===== src/rtl/mux4_rr_arbiter.sv =====
// Round-robin arbiter for a shared 4:1 mux; drives grant, S1/S0 select and gnt_valid. Optional lock input via MUX4_ARB_LOCK_EN.
// Latency: 1 cycle from req to grant; a GAP cycle plus an IDLE cycle separate consecutive grants.
// Backpressure: the owner holds until done, its req drops, or HOLD_MAX expires (timeout pulse).
module mux4_rr_arbiter #(
  parameter int HOLD_MAX = 8,
  parameter int CNT_W    = 4
) (
  input  logic       clk,
  input  logic       rst,
  input  logic [3:0] req,
  input  logic       done,
`ifdef MUX4_ARB_LOCK_EN
  input  logic       lock,
`endif
  output logic [3:0] grant,
  output logic       S1,
  output logic       S0,
  output logic       gnt_valid,
  output logic       timeout
);

  typedef enum logic [1:0] {IDLE, GRANT, GAP} state_t;

  state_t             state, state_nxt;
  logic [1:0]         owner;
  logic [1:0]         last;
  logic [CNT_W-1:0]   hold_cnt;
  logic               timeout_q;

  logic               win_found;
  logic [1:0]         win_idx;
  logic               hold_lim;
  logic               tmo_hit;
  logic               rel;
  logic               tmo_only;

  // Scan last+1, last+2, ... so the previous owner is lowest priority.
  always_comb begin
    win_found = 1'b0;
    win_idx   = 2'd0;
    for (int k = 1; k <= 4; k++) begin
      logic [1:0] cand;
      cand = last + 2'(k);
      if (!win_found && req[cand]) begin
        win_found = 1'b1;
        win_idx   = cand;
      end
    end
  end

  // >= rather than == so a saturated counter still times out once lock drops.
  assign hold_lim = (hold_cnt >= CNT_W'(HOLD_MAX - 1));
`ifdef MUX4_ARB_LOCK_EN
  assign tmo_hit  = hold_lim && !lock;
`else
  assign tmo_hit  = hold_lim;
`endif
  assign rel      = done || !req[owner] || tmo_hit;
  assign tmo_only = tmo_hit && !done && req[owner];

  always_comb begin
    state_nxt = state;
    case (state)
      IDLE:    if (win_found) state_nxt = GRANT;
      GRANT:   if (rel)       state_nxt = GAP;
      GAP:                    state_nxt = IDLE;
      default:                state_nxt = IDLE;
    endcase
  end

  always_ff @(posedge clk) begin
    if (rst) begin
      state     <= IDLE;
      owner     <= 2'd0;
      last      <= 2'd3;
      hold_cnt  <= '0;
      timeout_q <= 1'b0;
    end else begin
      state     <= state_nxt;
      timeout_q <= (state == GRANT) && rel && tmo_only;
      case (state)
        IDLE: begin
          if (win_found) begin
            owner    <= win_idx;
            last     <= win_idx;
            hold_cnt <= '0;
          end
        end
        GRANT: begin
          if (hold_cnt != CNT_W'(HOLD_MAX)) hold_cnt <= hold_cnt + CNT_W'(1);
        end
        default: ;
      endcase
    end
  end

  // owner only changes when a grant starts, so the selects hold between grants.
  assign gnt_valid = (state == GRANT);
  assign grant     = gnt_valid ? (4'b0001 << owner) : 4'b0000;
  assign S1        = owner[1];
  assign S0        = owner[0];
  assign timeout   = timeout_q;

endmodule


===== config.mk =====
export PLATFORM = sky130hd
export DESIGN_NAME = mux4_rr_arbiter
export DESIGN_NICKNAME = d
export VERILOG_FILES = /design/src/rtl/mux4_rr_arbiter.sv
export SDC_FILE = /design/constraint.sdc
export NUM_CORES = 1
export LEC_CHECK = 0
export ABC_AREA = 1
export BUFFER_PORTS_ARGS = -buffer_cell sky130_fd_sc_hd__buf_2
export CORE_MARGIN = 8
export CORE_UTILIZATION = 57
export CTS_BUF_LIST = sky130_fd_sc_hd__clkbuf_8
export DETAILED_ROUTE_END_ITERATION = 8
export GPL_TIMING_DRIVEN = 0
export HOLD_SLACK_MARGIN = 0.08
export PLACE_DENSITY = 0.87
export SYNTH_ARGS = -nofsm -noshare
export SYNTH_HDL_FRONTEND = slang
export SYNTH_SLANG_ARGS = --single-unit

===== constraint.sdc =====
create_clock -name clk -period 1.82 [get_ports clk]
set_clock_uncertainty 0.1 [all_clocks]
set_input_delay 0.182 -clock clk [delete_from_list [all_inputs] [get_ports clk]]
set_output_delay 0.182 -clock clk [all_outputs]
set_load 0.02 [all_outputs]

* After elaboration in Yosys (flattened, before gate mapping)
Cells that the tools add are included.
** Operators by class
- Equality and inequality tests :: 5
- Shift operators :: 1
- Multiplexer cells :: 25
- Div/mod/pow operators :: 0
- Reductions and logical operators :: 19
- Bitwise gates (word level) :: 0
- Add/subtract/negate cells :: 4
- $mul :: 0
- Magnitude comparators :: 6
** Operators with widths (count)
- 2-bit by 3-bit less-than comparator with 1-bit output (second input constant) :: 5
- 2-bit two-way mux :: 6
- 4-bit two-way mux :: 3
- 1-bit binary-select mux with 2-bit select :: 5
- 1-bit two-way mux :: 9
- 4-bit one-hot mux with 2 select lines :: 1
- 1-bit logical AND :: 7
- 1-bit zero test :: 5
- 2-bit adder (second input constant) :: 2
- 4-bit by 1-bit adder with 4-bit output (second input constant) :: 1
- 4-bit by 3-bit greater-or-equal comparator with 1-bit output (second input constant) :: 1
- 2-bit by 1-bit != test with 1-bit output (second input constant) :: 2
- 4-bit != test (second input constant) :: 1
- 2-bit one-hot mux with 2 select lines :: 1
- 2-bit AND reduction :: 2
- 1-bit by 2-bit left shift with 4-bit output (first input constant) :: 1
- 3-bit AND reduction :: 1
- 2-bit by 1-bit adder with 2-bit output (second input constant) :: 1
- 2-bit by 1-bit equality test with 1-bit output (second input constant) :: 1
- 2-bit zero test :: 1
- 1-bit logical OR :: 2
- 2-bit != test (second input constant) :: 1
- 2-bit nonzero test :: 1
** Storage, ports and cells
- Logic and storage cells :: 65
- Register bits after elaboration :: 11
- RAM bits :: 0
- Bits in read-only memories :: 0
- Bits in latches :: 0
- Input bits :: 7
- Memories kept :: 0

* Longest topological paths before layout
- Depth after elaboration :: 15
- Mapped depth :: 13

* Worst setup path after synthesis
Ideal clock, no wire load.
- Path type :: register -> output
- Start point :: reg state[0]
- End point :: out grant[2]
- Arrival :: 1383 ps
- Buffers on the path :: 0
- Cell stages (with the launch flop) :: 5
- Path slack :: 155 ps
- Path through :: dfxtp_1 > inv_1 > nor2_1 > inv_1 > nor3_1
** On the way
- Cells in the longest elaborated chain, start to end :: 2
** Ends and longest elaborated chain
- from (decl) :: RTL line 24 : state_t state, state_nxt;
- from (signal assigned) :: RTL line 79 : state <= state_nxt;
- 2-bit by 1-bit equality test with 1-bit output :: RTL line 98 : assign gnt_valid = (state == GRANT);
- via gnt_valid :: RTL line 18 : output logic gnt_valid,
- 4-bit two-way mux :: RTL line 99 : assign grant = gnt_valid ? (4'b0001 << owner) : 4'b0000;
- to (decl) :: RTL line 15 : output logic [3:0] grant,
The timed path passes the listed nets, and every way through them passes these cells.

* Worst setup path in the final report
- Start point :: reg last[0]
- End point :: reg last[0]
** On the way
- Cells in the longest elaborated chain, start to end :: 14
- Elaborated cells between the ends (all ways) :: 26
** Ends and longest elaborated chain
- from (decl) :: RTL line 26 : logic [1:0] last;
- from (signal assigned) :: RTL line 85 : last <= win_idx;
- 2-bit by 1-bit adder with 2-bit output :: RTL line 43 : cand = last + 2'(k);
- 1-bit binary-select mux with 2-bit select :: RTL line 44 : if (!win_found && req[cand]) begin
- 1-bit two-way mux (not written as such) :: RTL line 44
- 1-bit two-way mux :: RTL line 44
- 1-bit zero test :: RTL line 44
- 1-bit logical AND :: RTL line 44
- 1-bit two-way mux :: RTL line 44
- 1-bit zero test :: RTL line 44
- 1-bit logical AND :: RTL line 44
- 1-bit two-way mux :: RTL line 44
- 1-bit zero test :: RTL line 44
- 1-bit logical AND :: RTL line 44
- 1-bit two-way mux :: RTL line 44
- 2-bit AND reduction (no source line)
Parallel ways exist; a longest one is shown, timed or not. The select of a mux whose other input is x is not followed.
A chain may end at the register's enable or synchronous reset.

==> reports/results.ini <==
[die]
rows = 14
start_util_pct = 58.3
dieArea_um2 = 2980
die_x_um = 54.6
core-area_um2 = 1450
die-height_um = 54.6
io_pins = 15

[clocking]
cts_max_level = 1
clock-root-buffer = clkbuf_8
cts_tree = done
cts_buffers = 3
clockBufferDepth = 2
clkLatencyLatePin_ns = 0.24
clkSinkCount = 11
cts.clk_slew.worst_paths_ns = 0.05
postCtsSetupRepairBufs = 0

[setup_path]
critPathLaunchType = register
critPathMaxFanout = 10
crit_path_end_kind = register
cp.required_ns = 1.86
path_class = reg -> reg
arrival_ns = 1.69

[yosys]
synth.top_cell.area_share_pct = 26.0
synth_area_leaders = dfxtp_1 26%, nand2_1 19%, inv_1 8.8%
yosys.area.top_type = dfxtp_1
syn-num-nets = 144
synth_warnings = 0
avgSynthCellArea_um2 = 6.28
async_reset_ff_share_pct = 0
synthCells = 135
synth-edff-count = 0
ys_seq_elements = 11
synth_ff_type = dfxtp_1
ys_top_cells_by_count = 43 x nand2_1, 20 x inv_1, 14 x nand3_1
syn_area_um2 = 848
synth_most_common_cell = nand2_1
synth_cell_types = 25
seq_area_frac_synth_pct = 26.0

[drt]
vias = 846
antenna_left = 0
drc_errors = 0
wire_per_inst_um = 11.0
wl_um = 1860
drtIter0Drc = 14
vias_per_cell = 5.01
drt_first_pass_iters = 4

[sta]
setup_viol = 0
slew_headroom_pct = 82.3
hold_viol_final = 0
worstMarginPinSlew_ns = 0.266
fin_crit_ns = 1.65
holdWs_ns = 0.0798
final_max_slew_viol_count = 0
setup-tns-final_ns = 0
rsz0062_at_grt = false
fmax_mhz = 605
timing.final.crit_share_pct = 90.9

[layout]
utilization_pct = 68.1
insertedDiodeCount = 0
final_nets = 163
fillers = 139
seq_area_um2 = 221
drive_gt1_share_pct = 25.5
final_area_um2 = 990
area_delta_synth_final_pct = 16.7
multi_input_area_um2 = 507

[placement]
port_buffers = 13
gp_congestion = 0.817
hpwl_um = 1470
place_area_um2 = 933

[power_and_ir_drop]
cellPowerDensity_nw_per_um2 = 1750
vdd_drop_max_mv = 0.896
power_leakage_nw = 0.523
power_mw = 1.73

[global_routing]
grt_use_total_pct = 14.3
busiest_layer = met2
grt_pass1_vias = 776
grt_antenna_before_repair = 0
grt_pass1_wl_um = 3150
gr-total-overflow = 0
globalRouteMet3Util_pct = 3.26
use_met2_pct = 26.2
grt_max_degree = 11
grtUsageMet1_pct = 14.3

[run]
drv_cap = 0

[outcome]
status = finished, final reports clean

[min_path]
hold_class = in -> reg

[layout make-up]
class	instances	share of cell area, %
sequential	11	22.4
clock buffer	3	4.17
timing repair buffer	14	7.59
multi-input combinational	98	51.2
inverter	23	9.23
buffer	3	3.03
clock inverter	1	0.379
tap	16	2.02
[through the flow]
| stage | instances | setup slack [ns] |
|---|---|---|
| after CTS | 169 | 0.146 |
| after floorplan | 135 | 0.155 |
| after detailed placement | 164 | 0.150 |
| final | 169 | 0.166 |
| after global placement | 164 | 0.212 |
| after global routing | 169 | 0.0419 |
[sequential cells by signal (all words and copies together) (netlist names)]
name      count
state         2
timeout       1
last          2
hold_cnt      4
owner         2
[placed cells by master, fill, tap and decap left out, types with 2 or more instances in the layout]
cell type,instances
buf_2,13
inv_1,21
clkbuf_8,3
nand2_2,7
inv_2,2
nor3_1,2
nand3_1,14
nand3_2,3
nand2_1,43
buf_6,2
a21oi_1,5
dfxtp_1,10
a21oi_2,3
ha_1,2
nor2_1,9
[cell families (layout without fill, tap and decap cells)]
logic type               count (synthesis)  in the layout  synth area share, %
AND/OR/NAND/NOR                         81             81                 44.7
buffers and inverters                   26             44                 14.3
AO/OA/AOI/OAI                           14             14                 11.1
flip-flops                              11             11                 26.0
adder cells (fa/ha/maj)                  2              2                 2.95
XOR/XNOR                                 1              1                 1.03
[critical path, stage by stage, from the launching register on]
cell     delay (ns)
dfxtp_1        0.30
buf_6          0.14
inv_6          0.08
nand2_1        0.06
nand3_1        0.10
nand2_1        0.12
nor2_4         0.16
nand3_2        0.09
nand2_2        0.08
buf_6          0.14
inv_2          0.05
nand3_2        0.07
nand2_1        0.05
[layer usage]
| metal | up-vias | part of all wire (%) |
|---|---|---|
| li1 | 456 | - |
| met1 | 369 | 43 |
| met3 | 5 | 2.8 |
| met2 | 16 | 52 |
| met4 | 0 | 2.3 |
| met5 | - | 0 |
[power by group]
part | internal, mW | leakage (nW) | total [mW] | switching (mW)
clock network | 0.149 | 0.0269 | 0.248 | 0.0989
logic | 0.388 | 0.406 | 1.09 | 0.705
registers | 0.319 | 0.0901 | 0.394 | 0.0746
total | 0.856 | 0.523 | 1.73 | 0.878
[what timing repair did]
action                                  in CTS  in global routing
endpoints found under the setup margin       0                  1
resized for setup                            0                  1
hold buffers                                 1                  0
hold endpoints to repair                     2                  0
[path summary, 6_finish.rpt]
| kind | startpoint | end | slack (ns) | depth (start not counted) |
|---|---|---|---|---|
| worst min-delay path | done | timeout$_SDFF_PP0_ | 0.08 | 4 |
| worst max-delay path | last[0]$_SDFFE_PP1P_ | last[0]$_SDFFE_PP1P_ | 0.17 | 12 |
| worst max register to register | last[0]$_SDFFE_PP1P_ | last[0]$_SDFFE_PP1P_ | 0.17 | 12 |
| worst min register to register | hold_cnt[3]$_SDFFE_PP0P_ | hold_cnt[3]$_SDFFE_PP0P_ | 0.42 | 2 |
(Power assumes the default switching activity.)
